**config.mk**
```make
export PLATFORM = sky130hd
export DESIGN_NAME = mux_word_serializer
export DESIGN_NICKNAME = d
export VERILOG_FILES = /design/src/rtl/mux_word_serializer_pkg.sv /design/src/rtl/mux_word_serializer_bit_select_mux.sv /design/src/rtl/mux_word_serializer.sv
export SDC_FILE = /design/constraint.sdc
export NUM_CORES = 1
export LEC_CHECK = 0
export CORE_AREA = 2 2 39 41
export DETAILED_ROUTE_END_ITERATION = 7
export DIE_AREA = 0 0 41 43
export DONT_BUFFER_PORTS = 1
export GPL_ROUTABILITY_DRIVEN = 0
export GPL_TIMING_DRIVEN = 0
export PLACE_DENSITY_LB_ADDON = 0.2
export SLEW_MARGIN = 20
export SYNTH_ARGS = -nofsm -noshare
export SYNTH_HDL_FRONTEND = slang
export SYNTH_HIERARCHICAL = 1
export SYNTH_SLANG_ARGS = --single-unit
```
**constraint.sdc**
```tcl
create_clock -name clk -period 5.2 [get_ports clk]
set_input_delay 1.04 -clock clk [delete_from_list [all_inputs] [get_ports clk]]
set_output_delay 1.04 -clock clk [all_outputs]
set_load 0.03 [all_outputs]
```
**src/rtl/mux_word_serializer_pkg.sv**
```systemverilog
// Shared types and helpers for the word serializer: FSM state encoding and
// the first/final bit positions for either serialization order.
package mux_word_serializer_pkg;

    typedef enum logic {
        IDLE  = 1'b0,
        SHIFT = 1'b1
    } state_t;

    // Bit position emitted on the first beat of a word.
    function automatic int first_index(input int width, input bit msb_first);
        return msb_first ? (width - 1) : 0;
    endfunction

    // Bit position emitted on the final beat of a word.
    function automatic int final_index(input int width, input bit msb_first);
        return msb_first ? 0 : (width - 1);
    endfunction

endpackage

```
**src/rtl/mux_word_serializer_bit_select_mux.sv**
```systemverilog
// WIDTH:1 bit selector built as a binary tree of 2:1 muxes. Level 0 holds the
// word zero-padded to the next power of two, so padded leaves read as 0; each
// following level halves the candidates using one select bit, LSB first.
module bit_select_mux #(
    parameter int WIDTH = 8,
    parameter int SEL_W = $clog2(WIDTH)
) (
    input  logic [WIDTH-1:0] data,
    input  logic [SEL_W-1:0] sel,
    output logic             bit_out
);

    localparam int LEAVES = 1 << SEL_W;

    logic [LEAVES-1:0] leaves;

    assign leaves = LEAVES'(data);

    for (genvar l = 0; l <= SEL_W; l++) begin : g_lvl
        logic [(LEAVES >> l)-1:0] v;
        if (l == 0) begin : g_leaf
            assign v = leaves;
        end else begin : g_mux
            for (genvar j = 0; j < (LEAVES >> l); j++) begin : g_node
                assign v[j] = sel[l-1] ? g_lvl[l-1].v[2*j+1] : g_lvl[l-1].v[2*j];
            end
        end
    end

    assign bit_out = g_lvl[SEL_W].v[0];

endmodule

```
**src/rtl/mux_word_serializer.sv**
```systemverilog
// Parallel-to-serial converter: accepts a WIDTH-bit word, then emits one bit per
// accepted downstream beat along with a last flag and a running OR of the bits
// emitted so far. A new word can be taken on the final beat for gapless streams.
module mux_word_serializer
    import mux_word_serializer_pkg::*;
#(
    parameter int WIDTH     = 8,
    parameter bit MSB_FIRST = 1'b1
) (
    input  logic             clk,
    input  logic             rst_n,
    input  logic             up_valid,
    output logic             up_ready,
    input  logic [WIDTH-1:0] up_data,
    output logic             down_valid,
    input  logic             down_ready,
    output logic             down_bit,
    output logic             down_last,
    output logic             down_or
);

    localparam int IW = $clog2(WIDTH);
    localparam logic [IW-1:0] START_IDX = IW'(first_index(WIDTH, MSB_FIRST));
    localparam logic [IW-1:0] END_IDX   = IW'(final_index(WIDTH, MSB_FIRST));

    state_t            state_q, state_d;
    logic [IW-1:0]     idx_q, idx_d;
    logic [WIDTH-1:0]  data_q, data_d;
    logic              acc_q, acc_d;
    logic              sel_bit;
    logic              load;
    logic              beat;

    bit_select_mux #(
        .WIDTH (WIDTH),
        .SEL_W (IW)
    ) u_bit_select_mux (
        .data    (data_q),
        .sel     (idx_q),
        .bit_out (sel_bit)
    );

    // State register: FSM state, bit index, captured word and OR accumulator.
    always_ff @(posedge clk) begin
        if (!rst_n) begin
            state_q <= IDLE;
            idx_q   <= '0;
            data_q  <= '0;
            acc_q   <= 1'b0;
        end else begin
            state_q <= state_d;
            idx_q   <= idx_d;
            data_q  <= data_d;
            acc_q   <= acc_d;
        end
    end

    // Next-state logic: load a word on accept, step the index on non-final beats,
    // and on the final beat either chain straight into the next word or go idle.
    always_comb begin
        state_d = state_q;
        idx_d   = idx_q;
        data_d  = data_q;
        acc_d   = acc_q;
        load    = up_valid && up_ready;
        beat    = down_valid && down_ready;
        if (load) begin
            state_d = SHIFT;
            data_d  = up_data;
            idx_d   = START_IDX;
            acc_d   = 1'b0;
        end else if (beat) begin
            if (down_last) begin
                state_d = IDLE;
                idx_d   = '0;
                acc_d   = 1'b0;
            end else begin
                acc_d = acc_q | sel_bit;
                idx_d = MSB_FIRST ? (idx_q - IW'(1)) : (idx_q + IW'(1));
            end
        end
    end

    // Output logic: serial outputs only while shifting; up_ready opens on the
    // final accepted beat so back-to-back words have no bubble.
    always_comb begin
        down_valid = 1'b0;
        down_bit   = 1'b0;
        down_last  = 1'b0;
        down_or    = 1'b0;
        if (state_q == SHIFT) begin
            down_valid = 1'b1;
            down_bit   = sel_bit;
            down_last  = (idx_q == END_IDX);
            down_or    = acc_q | sel_bit;
        end
        up_ready = rst_n && ((state_q == IDLE) || (down_last && down_ready));
    end

endmodule
```
* Word-level counts from Yosys, hierarchy flattened *
Cells that the tools add are included.

storage, ports and cells
  bits in registers = 13
  bits in latches = 0
  bits in writable memories = 0
  memory bits (read-only) = 0
  input bits = 12
  output and inout bits = 5
  logic and storage cells = 36
  memories kept = 0

operators by class
  add/sub/neg operators = 1
  $mul = 0
  div/mod/pow operators = 0
  magnitude comparators = 0
  equal/unequal tests = 0
  shift operators = 0
  mux-type cells = 18
  bitwise gates (word level) = 3
  reductions and logical operators = 10

operator list
  kind                                                                number
  1-bit two-way mux                                                   15
  3-bit two-way mux                                                   3
  1-bit logical AND                                                   4
  2-bit nonzero test                                                  2
  3-bit logical NOT                                                   1
  3-bit by 1-bit subtractor with 3-bit output, second input constant  1
  1-bit NOT                                                           2
  2-bit AND reduction                                                 1
  2-bit OR reduction                                                  1
  1-bit logical OR                                                    1
  1-bit bitwise OR                                                    1

* Depth between registers and ports, before layout *
  word-level depth = 8
  gate-level depth with buffers = 6
  mapped depth without buffers = 6

* By module *
Netlist, hierarchy kept.

modules (own cells, without submodules)
  module               times used  cells each  area an instance (µm²)  seq. area each (µm²)
  mux_word_serializer  1           69          624.3                   260.2
  bit_select_mux       1           3           63.8                    0.0

* Least setup slack after synthesis *
Ideal clock, no wire load.

  path kind = input to output
  start = input port rst_n
  end = output port up_ready
  arrival = 1.895 ns
  data required time = 4.160 ns
  slack = 2.265 ns
  cell stages on the path = 3
  path buffers = 1
  path through = clkbuf_1 -> inv_1 -> nor2_1

between the ends
  word-level cells in the longest chain between the ends = 1

ends and longest elaborated chain
  element            RTL line                   text
  from (decl)        mux_word_serializer.sv:11  input logic rst_n,
  1-bit logical AND  mux_word_serializer.sv:97  up_ready = rst_n && ((state_q == IDLE) || (down_last && down_ready));
  to (decl)          mux_word_serializer.sv:13  output logic up_ready,

No other way between the ends.

* Final worst setup path *
Same ends and word-level chain as after synthesis.

==> flow_metrics.tcl <==
set metrics [dict create \
    result_of_the_run "complete, no violations" \
    crit_path_cell_trace "clkbuf_1 -> inv_1 -> nor2_1" \
    first_pass_iters 4 \
    io_pins 17 \
    p_sw_share_pct 28.99 \
    required_ns 4.16 \
    areaGrowthSynthToFinish_pct 6.727 \
    clk_root_buffer_cell "sky130_fd_sc_hd__clkbuf_4" \
    critical_path.slowest_cell "sky130_fd_sc_hd__nor2_1" \
    min_period_over_period_pct 59.71 \
    comb_power_share_pct 21.1 \
    synth_warnings 6 \
    ant_nets 0 \
    fillers 139 \
    holdBufCountCts 0 \
    grt_pass1_wl_mm 1.897 \
    buffers_from_clock_root_to_sink_at_most 2 \
    total_leakage_power_uw 0.0003405 \
    synth_area_leaders "sky130_fd_sc_hd__dfxtp_1, sky130_fd_sc_hd__mux2i_1, sky130_fd_sc_hd__mux4_1" \
    post_route_cells_drive_above_1_share_pct 9.211 \
    worst_setup_path_end_kind "primary output" \
    post_cts_resized 0 \
    setup_viol 0 \
    first_global_vias 480 \
    synthCells 72 \
    worst_ir_drop_vdd_mv 0.1755 \
    critical_path_class "primary input to primary output" \
    cts-buffers-inserted 3 \
    die_h_um 43 \
    stdcell_count 92 \
    hold_path.startpoint "data_q[2]" \
    floorplan.die.width_um 41 \
    cts_tree "yes" \
    synth_area_um2 688.2 \
    path_depth 3 \
    rsz0062_at_grt "false" \
    buffer_ports.inserted 0 \
    drt_drc_violations_left 0 \
    viasPerCell 5.370 \
    timing.hold.worst.class "flip-flop to flip-flop" \
    start_util_pct 49.73 \
    final_common_cell "sky130_fd_sc_hd__dfxtp_1" \
    std_cell_rows 14 \
    worst-slew-pin-transition_ns 0.5583 \
    detailed_place_hpwl_um 920.2 \
    slew_viol_final 0 \
    p_switching_uw 65.02 \
    critical-path-max-stage-delay_ns 0.49 \
    antennaDiodeCount 0 \
    layout_common_cells "sky130_fd_sc_hd__dfxtp_1, sky130_fd_sc_hd__inv_1, sky130_fd_sc_hd__nand2_1, sky130_fd_sc_hd__mux2i_1, sky130_fd_sc_hd__nor2_1" \
    multi_input_area_um2 379.1 \
    p_clk_share_pct 26.5 \
    synth_seq_area_share_pct 37.82 \
    clock_sink_count 13 \
    grt_antenna_before_repair 0 \
    worst_path_dominant_cell_family "buffers and inverters" \
    cts.repair_timing.setup_buffer_count 0 \
    synth_top_area_cell "sky130_fd_sc_hd__dfxtp_1" \
    reg2reg_slack_ns 3.40 \
    cts.clk_slew.worst_paths_ns 0.07 \
    rr_startpoint "idx_q[0]" \
    worstSkewPairLatency_ns 0.27 \
    place_inst 88 \
    crit_path_max_fanout 10 \
    routed_wl_mm 1.180 \
    gr-total-overflow 0 \
    timing.hold.ws_ns 0.4609 \
    max_capacitance_violation_count 0 \
    postSynthAreaPerCell_um2 9.558 \
    skew_ns 0.002782 \
    gr-usage-all-layers_pct 16.45 \
    timing.rr.end "acc_q" \
    post-synth-top-area-fraction_pct 37.82 \
    grt_max_degree 11 \
    number_of_nets_produced_by_synthesis 86 \
    finalSetupTns_ns 0 \
    portion_of_total_power_attributed_to_sequential_cells_pct 52.4 \
    critical_path_buf_inv_count 2 \
    total_power_uw 224.3 \
    final_hold_viol_count 0 \
    min_delay_path_depth 2 \
    vias 494 \
    rr_worst_depth 4 \
    drt_iter0_markers 9 \
    arrival_time_of_the_worst_setup_path_ns 2.06 \
    min_period_ns 3.105 \
    area_of_all_sequential_standard_cells_um2 260.3 \
    max_freq_ghz 0.3221 \
    floorplan.die_area_mm2 0.001763 \
    min_delay_worst_endpoint "data_q[2]" \
    ys_seq_elements 13 \
    htree_levels 1 \
    post_synth_num_cell_types 22 \
    post_drt_wl_per_cell_um 12.83 \
    final_nets 91 \
    placeableCoreArea_mm2 0.001384 \
    cellPowerDensity_mw_per_mm2 305.4 \
    slew-limit-headroom_pct 62.64 \
    power_report.internal_total_uw 159.3 \
    start_kind "primary input" \
]
## metrics by stage
stage	area (um2)	worst slack [ns]	utilization (%)
finish	734.5	2.095	53.07
global route	734.5	2.003	53.07
CTS	734.5	2.047	53.07
detailed placement	708.2	2.047	51.18
global placement	708.2	2.048	51.18
floorplan	688.2	2.265	-
## synth_stat cells
cell	n
sky130_fd_sc_hd__dfxtp_1	13
sky130_fd_sc_hd__a21boi_4	1
sky130_fd_sc_hd__nand2_1	10
sky130_fd_sc_hd__ha_1	2
sky130_fd_sc_hd__nor4_4	1
sky130_fd_sc_hd__mux2i_1	10
sky130_fd_sc_hd__nor2b_1	1
sky130_fd_sc_hd__o31ai_1	1
sky130_fd_sc_hd__a31oi_1	1
sky130_fd_sc_hd__nor2_1	6
sky130_fd_sc_hd__clkbuf_1	1
sky130_fd_sc_hd__mux2_2	1
sky130_fd_sc_hd__and2_1	2
sky130_fd_sc_hd__o21a_1	1
sky130_fd_sc_hd__a21boi_0	1
sky130_fd_sc_hd__nor2_4	1
sky130_fd_sc_hd__a21o_1	1
sky130_fd_sc_hd__mux4_1	2
sky130_fd_sc_hd__and3_1	1
sky130_fd_sc_hd__o22ai_1	2
sky130_fd_sc_hd__inv_1	12
sky130_fd_sc_hd__a21oi_1	1
## flip-flops by register name, summed over array words and instances, names as in the netlist
register  flops
idx_q         3
data_q        8
state_q       1
acc_q         1
## final cells by class
cell class                      instances  area share, %
Multi-Input combinational cell         46          51.62
Sequential cell                        13          35.43
Inverter                               12          6.133
Clock buffer                            4          3.578
Tap cell                               16          2.726
Buffer                                  1         0.5111
## power by group through the flow
stage,combinational [uW],clock [uW],sequential (uW)
global placement,46.2,0,120
finish,47.3,59.4,118
CTS,48.3,62.5,118
floorplan,41.6,0,117
global route,53.3,65.0,119
detailed placement,48.2,0,120
## cell families after synthesis
kind of cell / Yosys count / share of synthesized area (%)
AOI/OAI and AO/OA: 9 / 10.55
adders and majority gates: 2 / 3.636
buffers and inverters: 13 / 7.090
DFF: 13 / 37.82
muxes: 13 / 23.82
and+or+nand+nor: 22 / 17.09
## routing by layer
layer | wire length (um) | GRT usage [%]
met5 | 0 | 0
met2 | 576 | 23.13
met1 | 529 | 19.67
met4 | 16 | 16.00
met3 | 57 | 2.618
## tightest hold or removal path: cells and delay by family (launching register included)
family / cells / cell delay [ns]
flip-flops: 1 / 0.31
multiplexers: 1 / 0.05
AND/OR/NAND/NOR: 1 / 0.05
## how the worst max path moves through the flow
stage / slack (ns) / endpoint / start
2_1_floorplan: 2.26 / up_ready / rst_n
3_3_place_gp: 2.05 / up_ready / rst_n
3_5_place_dp: 2.05 / up_ready / rst_n
4_1_cts: 2.05 / up_ready / rst_n
5_1_grt: 2.00 / up_ready / rst_n
6_report: 2.10 / up_ready / rst_n
Note: power is estimated with default switching activity, not from simulation.
